## config.mk

```make
export PLATFORM = sky130hd
export DESIGN_NAME = clk_div_gen_flat
export DESIGN_NICKNAME = d
export VERILOG_FILES = /design/src/rtl/clk_div_gen_pkg.sv /design/src/rtl/clk_div_gen_if.sv /design/src/rtl/clk_div_gen_sel_ctrl.sv /design/src/rtl/clk_div_gen.sv /design/src/flat_wrapper.sv
export SDC_FILE = /design/constraint.sdc
export NUM_CORES = 1
export LEC_CHECK = 0
export BUFFER_PORTS_ARGS = -buffer_cell sky130_fd_sc_hd__clkbuf_2
export CAP_MARGIN = 0
export CORE_AREA = 2 2 39 41
export CTS_BUF_LIST = sky130_fd_sc_hd__clkbuf_8
export CTS_CLUSTER_DIAMETER = 100
export DETAILED_ROUTE_END_ITERATION = 6
export DIE_AREA = 0 0 41 43
export HOLD_SLACK_MARGIN = 0.15
export SETUP_SLACK_MARGIN = 0.05
export SYNTH_ARGS = -nofsm -noshare
export SYNTH_HDL_FRONTEND = slang
export SYNTH_SLANG_ARGS = --single-unit
```

## constraint.sdc

```tcl
create_clock -name clk -period 2.7 [get_ports clk]
set_clock_uncertainty 0.15 [all_clocks]
set_input_delay 0.54 -clock clk [delete_from_list [all_inputs] [get_ports clk]]
set_output_delay 0.54 -clock clk [all_outputs]
set_load 0.01 [all_outputs]
```

## src/rtl/clk_div_gen_pkg.sv

```systemverilog
// Shared select encodings, run-state type and elaboration helpers for the clk_div_gen slice.
// No logic; latency and backpressure do not apply.
package clk_gen_pkg;

  localparam logic [1:0] SEL_CLK1 = 2'b00;
  localparam logic [1:0] SEL_CLK2 = 2'b01;
  localparam logic [1:0] SEL_CLK3 = 2'b10;

  typedef enum logic {
    ST_STOP = 1'b0,
    ST_RUN  = 1'b1
  } run_state_t;

  function automatic int clog2(input int v);
    int r;
    r = 0;
    for (int i = 0; i < 31; i++) begin
      if ((1 << i) < v) r = i + 1;
    end
    return r;
  endfunction

  function automatic bit is_pow2(input int v);
    return (v > 0) && ((v & (v - 1)) == 0);
  endfunction

  // Ratios must nest so every slower clock edge lands on a faster clock edge.
  function automatic bit div_legal(input int d1, input int d2, input int d3);
    return is_pow2(d1) && is_pow2(d2) && is_pow2(d3) &&
           (d1 >= 2) && (d2 >= d1) && (d3 >= d2);
  endfunction

endpackage

```

## src/rtl/clk_div_gen_if.sv

```systemverilog
// Run/select handshake and divided-clock bundle; sel_ack exists only with CLK_DIV_GEN_SEL_ACK_EN.
// Pure wiring: no latency, no backpressure.
interface clk_div_gen_if;
  logic       en;
  logic       sel_load;
  logic [1:0] sel_req;
  logic       clk1;
  logic       clk2;
  logic       clk3;
  logic [1:0] select;
  logic       sel_busy;
  logic       running;
`ifdef CLK_DIV_GEN_SEL_ACK_EN
  logic       sel_ack;
`endif

  modport master (
    output en, sel_load, sel_req,
    input  clk1, clk2, clk3, select, sel_busy, running
`ifdef CLK_DIV_GEN_SEL_ACK_EN
    , input sel_ack
`endif
  );

  modport slave (
    input  en, sel_load, sel_req,
    output clk1, clk2, clk3, select, sel_busy, running
`ifdef CLK_DIV_GEN_SEL_ACK_EN
    , output sel_ack
`endif
  );
endinterface

```

## src/rtl/clk_div_gen_sel_ctrl.sv

```systemverilog
// Holds one pending select request and applies it at the superperiod wrap (or next edge when stopped).
// Latency: capture 1 edge, apply at next wrap; sel_load while busy is dropped. o_sel_ack with CLK_DIV_GEN_SEL_ACK_EN.
module clk_sel_ctrl
  import clk_gen_pkg::*;
(
  input  logic       clk,
  input  logic       rst_n,
  input  logic       i_sel_load,
  input  logic [1:0] i_sel_req,
  input  logic       i_wrap,
  input  logic       i_running,
`ifdef CLK_DIV_GEN_SEL_ACK_EN
  output logic       o_sel_ack,
`endif
  output logic [1:0] o_select,
  output logic       o_busy
);

  logic [1:0] r_pend;
  logic [1:0] r_select;
  logic       r_busy;
  logic       w_capture;
  logic       w_apply;

  // Apply only needs r_busy, so it can never fire on the capture edge itself.
  assign w_capture = i_sel_load & ~r_busy;
  assign w_apply   = r_busy & (i_wrap | ~i_running);

  always_ff @(posedge clk or negedge rst_n) begin
    if (!rst_n) begin
      r_pend   <= SEL_CLK1;
      r_select <= SEL_CLK1;
      r_busy   <= 1'b0;
    end else if (w_capture) begin
      r_pend   <= i_sel_req;
      r_busy   <= 1'b1;
    end else if (w_apply) begin
      r_select <= r_pend;
      r_busy   <= 1'b0;
    end
  end

`ifdef CLK_DIV_GEN_SEL_ACK_EN
  logic r_sel_ack;

  always_ff @(posedge clk or negedge rst_n) begin
    if (!rst_n) r_sel_ack <= 1'b0;
    else        r_sel_ack <= w_apply;
  end

  assign o_sel_ack = r_sel_ack;
`endif

  assign o_select = r_select;
  assign o_busy   = r_busy;

endmodule

```

## src/rtl/clk_div_gen.sv

```systemverilog
// Master counter plus registered clk/DIV1..DIV3 outputs and glitch-free select source (CLK_DIV_GEN_SEL_ACK_EN adds sel_ack).
// Latency: outputs change on the same edge as the counter; en fall drains to the superperiod wrap, no backpressure.
module clk_div_gen
  import clk_gen_pkg::*;
#(
  parameter int DIV1 = 2,
  parameter int DIV2 = 4,
  parameter int DIV3 = 8
) (
  input  logic         clk,
  input  logic         rst_n,
  clk_div_gen_if.slave bus
);

  localparam int CW = clog2(DIV3);
  localparam int B1 = clog2(DIV1) - 1;
  localparam int B2 = clog2(DIV2) - 1;
  localparam int B3 = clog2(DIV3) - 1;

  if (!div_legal(DIV1, DIV2, DIV3)) begin : g_bad_div
    $error("clk_div_gen: DIV1/DIV2/DIV3 must be nested powers of two, DIV1 >= 2");
  end

  run_state_t  r_state;
  run_state_t  w_state_nxt;
  logic        w_running;
  logic [CW-1:0] r_cnt;
  logic [CW-1:0] w_next_cnt;
  logic        w_wrap;
  logic        r_clk1;
  logic        r_clk2;
  logic        r_clk3;

  assign w_wrap = w_running && (r_cnt == CW'(DIV3 - 1));

  always_ff @(posedge clk or negedge rst_n) begin
    if (!rst_n) r_state <= ST_STOP;
    else        r_state <= w_state_nxt;
  end

  // Stopping is only allowed at the wrap so no output pulse is cut short.
  always_comb begin
    w_state_nxt = r_state;
    case (r_state)
      ST_STOP: if (bus.en)             w_state_nxt = ST_RUN;
      ST_RUN:  if (w_wrap && !bus.en)  w_state_nxt = ST_STOP;
      default:                         w_state_nxt = ST_STOP;
    endcase
  end

  always_comb begin
    w_running = (r_state == ST_RUN);
  end

  always_comb begin
    w_next_cnt = '0;
    if (w_running && !w_wrap) w_next_cnt = r_cnt + CW'(1);
  end

  always_ff @(posedge clk or negedge rst_n) begin
    if (!rst_n) begin
      r_cnt  <= '0;
      r_clk1 <= 1'b0;
      r_clk2 <= 1'b0;
      r_clk3 <= 1'b0;
    end else begin
      r_cnt  <= w_next_cnt;
      r_clk1 <= w_next_cnt[B1];
      r_clk2 <= w_next_cnt[B2];
      r_clk3 <= w_next_cnt[B3];
    end
  end

  clk_sel_ctrl u_sel_ctrl (
    .clk        (clk),
    .rst_n      (rst_n),
    .i_sel_load (bus.sel_load),
    .i_sel_req  (bus.sel_req),
    .i_wrap     (w_wrap),
    .i_running  (w_running),
`ifdef CLK_DIV_GEN_SEL_ACK_EN
    .o_sel_ack  (bus.sel_ack),
`endif
    .o_select   (bus.select),
    .o_busy     (bus.sel_busy)
  );

  assign bus.clk1    = r_clk1;
  assign bus.clk2    = r_clk2;
  assign bus.clk3    = r_clk3;
  assign bus.running = w_running;

endmodule

```

## src/flat_wrapper.sv

```systemverilog
// flat-port wrapper written by rule: the top's interface ports become plain ports
module clk_div_gen_flat import clk_gen_pkg::*;
#(
  parameter int DIV1 = 2,
  parameter int DIV2 = 4,
  parameter int DIV3 = 8
)
  (clk, rst_n, bus_en, bus_sel_load, bus_sel_req, bus_clk1, bus_clk2, bus_clk3, bus_select, bus_sel_busy, bus_running);
  clk_div_gen_if bus_i ();
  input  logic clk;
  input  logic rst_n;
  input wire logic [$bits(bus_i.en)-1:0] bus_en;
  input wire logic [$bits(bus_i.sel_load)-1:0] bus_sel_load;
  input wire logic [$bits(bus_i.sel_req)-1:0] bus_sel_req;
  output wire logic [$bits(bus_i.clk1)-1:0] bus_clk1;
  output wire logic [$bits(bus_i.clk2)-1:0] bus_clk2;
  output wire logic [$bits(bus_i.clk3)-1:0] bus_clk3;
  output wire logic [$bits(bus_i.select)-1:0] bus_select;
  output wire logic [$bits(bus_i.sel_busy)-1:0] bus_sel_busy;
  output wire logic [$bits(bus_i.running)-1:0] bus_running;
  assign bus_i.en = bus_en;
  assign bus_i.sel_load = bus_sel_load;
  assign bus_i.sel_req = bus_sel_req;
  assign bus_clk1 = bus_i.clk1;
  assign bus_clk2 = bus_i.clk2;
  assign bus_clk3 = bus_i.clk3;
  assign bus_select = bus_i.select;
  assign bus_sel_busy = bus_i.sel_busy;
  assign bus_running = bus_i.running;
  clk_div_gen #(.DIV1(DIV1), .DIV2(DIV2), .DIV3(DIV3)) u_core (.clk(clk), .rst_n(rst_n), .bus(bus_i));
endmodule
```

### Word level (Yosys, flattened, before mapping)

Cells that the tools add are included.

* flip-flop bits (word level): 12
* output and inout bits: 7
* word-level logic and storage cells: 29

* add/subtract/negate cells: 1
* equal/unequal tests: 1
* mux-type cells: 6
* bitwise gates (word level): 6
* reduce and logical (&&, ||, !) cells: 7

Operator list (number)
* $mux W1: 4
* $add A3 B1 Y3 const B: 1
* $eq A3 B3 Y1 const B: 1
* $logic_and A1 B1 Y1: 3
* $mux W3: 1
* $not A1 Y1: 3
* $and A1 B1 Y1: 2
* $logic_not A1 Y1: 2
* $pmux W1 S2: 1
* $reduce_and A2 Y1: 1
* $reduce_bool A2 Y1: 1
* $or A1 B1 Y1: 1

### Logic depth before layout (Yosys ltp)

Gate-level depths: netlist of the first run.

* depth after elaboration: 6
* gate-level depth with buffers: 5
* gate-level depth less buffers: 5

### Hierarchy

Synthesis of the first run repeated with hierarchy kept, for this count alone.

* cell total of the unflattened synthesis: 28
* area, all modules: 377.9 um2

Modules (own cells, without submodules)
* clk_sel_ctrl: instances 1, cells an instance 14, area each 207.7 um2
* clk_div_gen: instances 1, cells an instance 14, area each 170.2 um2

### Least setup slack after synthesis of the first run

No wires, ideal clock.

* path type: reg2reg
* start: reg u_core.r_cnt[1]
* end: reg u_core.u_sel_ctrl.r_select[0] (netlist: u_core.u_sel_ctrl.o_select[0])
* library setup time: 125 ps
* arrival time: 1289 ps
* data required time: 2425 ps
* setup slack: 1136 ps
* stages on the path, launching flop included: 6
* buffers on the path: 0
* cell sequence: dfrtp_1 -> ha_1 -> ha_1 -> nand2b_4 -> nand2_2 -> mux2_4

* longest elaborated chain between the ends: 5

Ends and longest elaborated chain
* start: declaration: RTL line clk_div_gen.sv:27 `logic [CW-1:0] r_cnt;`
* start signal: assignment: RTL line clk_div_gen.sv:67 `r_cnt <= w_next_cnt;`
* $eq A3 B3 Y1: RTL line clk_div_gen.sv:34 `assign w_wrap = w_running && (r_cnt == CW'(DIV3 - 1));`
* $logic_and A1 B1 Y1: RTL line clk_div_gen.sv:34
* $or A1 B1 Y1: RTL line clk_div_gen_sel_ctrl.sv:27 `assign w_apply = r_busy & (i_wrap | ~i_running);`
* $and A1 B1 Y1: RTL line clk_div_gen_sel_ctrl.sv:27
* $reduce_and A2 Y1 (no line)
* end signal: assignment: RTL line clk_div_gen_sel_ctrl.sv:38 `r_select <= r_pend;`
* end: declaration: RTL line clk_div_gen_sel_ctrl.sv:20 `logic [1:0] r_select;`

No other way between the ends.
A chain may end at the register's enable or synchronous reset.

### Worst setup path after layout of the first run

* start: reg u_core.r_cnt[0]
* end: reg u_core.u_sel_ctrl.r_select[1] (netlist: u_core.u_sel_ctrl.o_select[1])

The elaborated chain is that of the path after synthesis.

==> results of run 1 <==
-- cell families (layout without fill, tap and decap cells) --
kind of cell	count (synthesis)	count (layout)	share of synthesized area
flops	9	9	0.6061
simple gates	8	8	0.1650
mux	4	4	0.1414
fa+ha+maj	2	2	0.06733
compound gates	1	1	0.02021
buf+inv	0	17	0
-- registers in the layout (all words and copies together) (netlist names) --
name / flops
u_core.r_cnt: 2
u_core.bus.clk3: 1
u_core.u_sel_ctrl.o_select: 2
u_core.u_sel_ctrl.o_busy: 1
u_core.u_sel_ctrl.r_pend: 2
u_core.bus.running: 1
-- stage by stage --
stage / utilization / hold WS (ns) / power, mW / setup WS, ns
floorplan: - / 0.09441 / 0.3939 / 1.136
global placement: 0.3264 / 0.2560 / 0.4693 / 1.111
detailed placement: 0.3264 / 0.2605 / 0.4729 / 1.117
CTS: 0.3662 / 0.3314 / 0.6364 / 1.105
global route: 0.3662 / 0.3391 / 0.6798 / 1.061
finish: 0.3662 / 0.3247 / 0.6244 / 1.120
-- final cells by class --
class,count,area [µm²]
clock buffer,3,41.29
clock inverter,1,3.754
fill,138,877.1
multi-input combinational,15,146.4
sequential,9,225.2
tap,16,20.02
timing repair buffer,13,70.07
-- critical path, stage by stage, from the launching register on --
cell and delay (ns):
dfrtp_1 0.40, ha_1 0.19, ha_1 0.19, nand2b_4 0.15, nand2_2 0.09, mux2_4 0.29
-- synthesized netlist by cell type --
| master | number |
|---|---|
| ha_1 | 2 |
| nor2b_2 | 1 |
| dfrtp_1 | 9 |
| a21o_1 | 1 |
| and2_1 | 2 |
| and2b_2 | 1 |
| nor2_1 | 1 |
| nand2b_4 | 1 |
| mux2_4 | 2 |
| mux2_1 | 1 |
| mux2_2 | 1 |
| or2b_1 | 1 |
| nand2_2 | 1 |
-- per-layer routing --
layer / vias to the layer above / track usage
li1: 112 / -
met1: 112 / 0.1320
met2: 16 / 0.1188
met3: 4 / 0.06283
met4: 0 / 0.08000
met5: - / 0
-- layout by cell type (no fill, tap or decap), drive strengths merged --
cell         count
and2             2
nand2b           1
or2b             1
and2b            1
nor2b            1
nor2             1
inv              1
mux2             4
nand2            1
ha               2
a21o             1
clkbuf          15
dlygate4sd3      1
dfrtp            9
-- final timing paths --
path,to
setup / recovery,u_core.u_sel_ctrl.o_select[1]$_DFFE_PN0P_
hold / removal,u_core.r_cnt[0]$_DFF_PN0_
setup reg to reg,u_core.u_sel_ctrl.o_select[1]$_DFFE_PN0P_
hold reg to reg,u_core.r_cnt[0]$_DFF_PN0_
max in group asynchronous,u_core.u_sel_ctrl.r_pend[0]$_DFFE_PN0P_
min in group asynchronous,u_core.bus.running$_DFF_PN0_
-- where the power goes --
part,internal (mW),switching [mW]
Clock,0.0994,0.0571
Combinational,0.129,0.0902
Sequential,0.202,0.0466
Total,0.431,0.194
==> qor.csv, run 1 <==
metric,value,unit
status,"finished, final reports clean",
fin_area,506.7,µm²
yosysWarnings,0,
rr_startpoint,u_core.r_cnt[0]$_DFF_PN0_,
drv_slew,0,
diodes,0,
clock_latency,0.24,ns
routed-wl-met2,228,µm
ctsLongestPathBuffers,2,
antenna_found_initial,0,
rsz0062_at_grt,false,
drcViolationCount,0,
synth_top_area_frac,0.6061,
path_clk_slew,0.05,ns
grt_max_degree,10,
synth_nets,32,
final_cell_count_no_fill,57,
min_from,u_core.r_cnt[0]$_DFF_PN0_,
setup_viol,0,
relSlewSlack,0.8463,
h-tree-depth,1,
peakVddDrop,0.4217,mV
fmax,0.6329,GHz
path_max_fanout,3,
core,1384,µm²
fin_crit,1.580,ns
power_density,1232,nW/µm²
ys_types,13,
cts.sinks,9,
grt_pass1_wl,1117,µm
cts_root_buf,clkbuf_8,
yosysTopAreaCell,dfrtp_1,
postSynthAreaPerCell,15.48,µm²
p_leak,0.2562,nW
die-area,1763,µm²
crit_start,u_core.r_cnt[0]$_DFF_PN0_,
die_h,43,µm
critPathLaunchType,flip-flop,
post_cts_buffers,0,
worstPathRequired,2.67,ns
io_pins,13,
drv_cap,0,
synth-seq-area-share,0.6061,
drt_first_iter_violations,0,
cts_tree,yes,
place_congestion,0.5873,
numCtsBuffers,3,
initial_core_util,0.2685,
crit_type,reg -> reg,
cts_hold_buffers,1,
ys_seq_elements,9,
placed_cell_area,451.7,µm²
grt_pass1_vias,261,
min_path_type,reg -> reg,
grt_remaining_overflow,0,
viasPerCell,4.281,
finalSetupTns,0,ns
m1WireLength,310,µm
netlist_instances,24,
drive_above_1_share,0.5366,
critPathCaptureType,flip-flop,
wl_met3,76,µm
dp.cells,52,
nets,50,
grt.total_usage,0.1032,
top_layer,met4,
r2r.worst_path.cells,5,
max_slew.worst_pin.slew,0.2305,ns
hold_depth,1,
area_delta_synth_final,36.36,%
drt_pre_antenna_iters,1,
num_rows,14,
io_buffers,12,
synth_area,371.6,µm²
wire_per_inst,11.25,µm
ant_nets,0,
reg2reg_setup_slack,1.12,ns
die_w,41,µm
crit_arrival,1.55,ns
post_cts_resized,0,
yosys-top-cells-area,"dfrtp_1 (61%), mux2_4 (8.1%), ha_1 (6.7%), nand2b_4 (3.7%), and2_1 (3.4%)",
fin_crit_sh,0.5852,
routed_wirelength,641,µm
via_count,244,
finalHoldViolCount,0,
Power figures use the tool's default switching activity.
==> inputs of run 2 (changes only) <==
ABC_AREA = 1   (was not set)
clock period = 1.5 ns   (was 2.7 ns; I/O delays follow)
==> qor.csv, run 2 <==
metric,value,unit
min_path_type,in -> reg,
drcViolationCount,0,
drv_cap,0,
power_density,2076,nW/µm²
worstPathRequired,1.51,ns
die-area,1763,µm²
cts_tree,yes,
die_w,41,µm
die_h,43,µm
diodes,0,
viasPerCell,4.000,
initial_core_util,0.2604,
synth-seq-area-share,0.6250,
setup_viol,0,
grt_pass1_vias,251,
nets,63,
status,"finished, final reports clean",
rsz0062_at_grt,false,
max_slew.worst_pin.slew,0.2258,ns
ant_nets,0,
antenna_found_initial,0,
grt_remaining_overflow,0,
ys_seq_elements,9,
ys.flop_type,dfrtp_1,
ys_top_cells_by_count,"nand2_1 (10), dfrtp_1 (9), inv_1 (4), nand3_1 (4), nor2_1 (3)",
critPathLaunchType,flip-flop,
area_delta_synth_final,40.28,%
yosysTopAreaCell,dfrtp_1,
grt_max_degree,10,
hpwl,481.3,µm
ys_types,10,
peakVddDrop,0.5064,mV
core,1384,µm²
slowest_stage,dfrtp_1,
crit_path_frequent_cell,nand2_1,
via_count,280,
grt_pass1_wl,917,µm
final_cell_mix,"clkbuf_2 (12), nand2_1 (10), dfrtp_1 (9), inv_1 (5), nand3_1 (4)",
seqCellArea,225.2,µm²
final_common_cell,clkbuf_2,
fillerInstances,146,
grt.total_usage,0.08426,
critPathCaptureType,flip-flop,
num_rows,14,
fin_crit_sh,0.8716,
relSlewSlack,0.8495,
finalHoldViolCount,0,
ctsLongestPathBuffers,2,
p_leak,0.2819,nW
post_cts_buffers,0,
postSynthAreaPerCell,10.01,µm²
netlist_instances,36,
yosysWarnings,0,
clock_latency,0.23,ns
cts.sinks,9,
synth_nets,44,
drive_above_1_share,0.3333,
synth_top_area_frac,0.6250,
post_cts_resized,0,
drv_slew,0,
cpPeakStageDelay,0.39,ns
synth_area,360.3,µm²
wire_per_inst,8.586,µm
io_buffers,12,
cts_root_buf,clkbuf_8,
path_clk_slew,0.04,ns
finalSetupTns,0,ns
fmax,0.7649,GHz
path_cells,ha_1 -> ha_1 -> inv_1 -> nand2_4 -> nand2_1 -> nand2_1 -> nand2_1,
routed_wirelength,601,µm
io_pins,13,
synth_edf_count,0,
numCtsBuffers,3,
drt_pre_antenna_iters,4,
p_total,1.050,mW
place_congestion,0.6396,
multiInputGateArea,116.4,µm²
crit_type,reg -> reg,
drt_first_iter_violations,2,
yosys-top-cells-area,"dfrtp_1 (63%), nand2_1 (10%), ha_1 (6.9%), nand3_1 (5.6%), inv_1 (4.2%)",
fin_crit,1.307,ns
async_flop_share,1.000,
path_max_fanout,8,
synth_most_common_cell,nand2_1,
h-tree-depth,1,
crit_arrival,1.32,ns
==> run 2: repair_timing <==
item / CTS / global route
endpoints found under the setup margin: 0 / 0
hold buffers: 2 / 0
endpoints found under the hold margin: 10 / 0
==> run 2: metal layers <==
metal / global-route usage / vias to the layer above / routed length (µm)
met5: 0 / - / 0
li1: - / 148 / -
met1: 0.08000 / 117 / 256
met4: 0.08000 / 0 / 18
met2: 0.1281 / 12 / 286
met3: 0.03141 / 3 / 40
==> run 2: final cells by class <==
cell class | instances | area share
Clock inverter | 1 | 0.007426
Sequential cell | 9 | 0.4455
Multi-Input combinational cell | 22 | 0.2302
Timing Repair Buffer | 14 | 0.1584
Tap cell | 16 | 0.03960
Clock buffer | 3 | 0.08168
Inverter | 5 | 0.03713
==> run 2: final timing paths <==
kind                                                start  slack [ns]                                         to  cells past startpoint
max in group asynchronous                           rst_n        0.70                  u_core.bus.clk3$_DFF_PN0_                      2
worst min register to register  u_core.r_cnt[0]$_DFF_PN0_        0.31                  u_core.r_cnt[0]$_DFF_PN0_                      1
worst max-delay path            u_core.r_cnt[0]$_DFF_PN0_        0.19  u_core.u_sel_ctrl.o_select[1]$_DFFE_PN0P_                      7
worst min-delay path                       bus_sel_req[0]        0.15    u_core.u_sel_ctrl.r_pend[0]$_DFFE_PN0P_                      3
worst max register to register  u_core.r_cnt[0]$_DFF_PN0_        0.19  u_core.u_sel_ctrl.o_select[1]$_DFFE_PN0P_                      7
min in group asynchronous                           rst_n        0.31                  u_core.r_cnt[1]$_DFF_PN0_                      2
==> run 2: power breakdown <==
group	switching [mW]	leakage [nW]	internal, mW
clock	0.0878	0.0269	0.177
sequential	0.0717	0.107	0.355
combinational	0.208	0.148	0.150
total	0.368	0.282	0.682
==> run 2: stage by stage <==
stage | hold WS, ns | utilization | setup WS (ns) | instances | area [µm²]
finish | 0.1548 | 0.3653 | 0.1927 | 70 | 505.5
CTS | 0.1528 | 0.3653 | 0.1807 | 70 | 505.5
detailed placement | 0.01819 | 0.3183 | 0.1902 | 64 | 440.4
global placement | 0.01522 | 0.3183 | 0.1969 | 64 | 440.4
floorplan | -0.1456 | - | 0.2083 | 36 | 360.3
global route | 0.1598 | 0.3653 | 0.1308 | 70 | 505.5
==> run 2: logic make-up after synthesis <==
kind of cell             Yosys count  share of synthesized area
AND/OR/NAND/NOR                   19                     0.2396
flip-flops                         9                     0.6250
buffers and inverters              5                    0.05206
adder cells (fa/ha/maj)            2                    0.06943
AO/OA/AOI/OAI                      1                    0.01388
==> run 2: critical path, delay by kind of cell, from the launching register on <==
family	cells	cell delay, ns
DFF	1	0.39
adders and majority gates	2	0.36
and+or+nand+nor	4	0.27
buffers and inverters	1	0.08
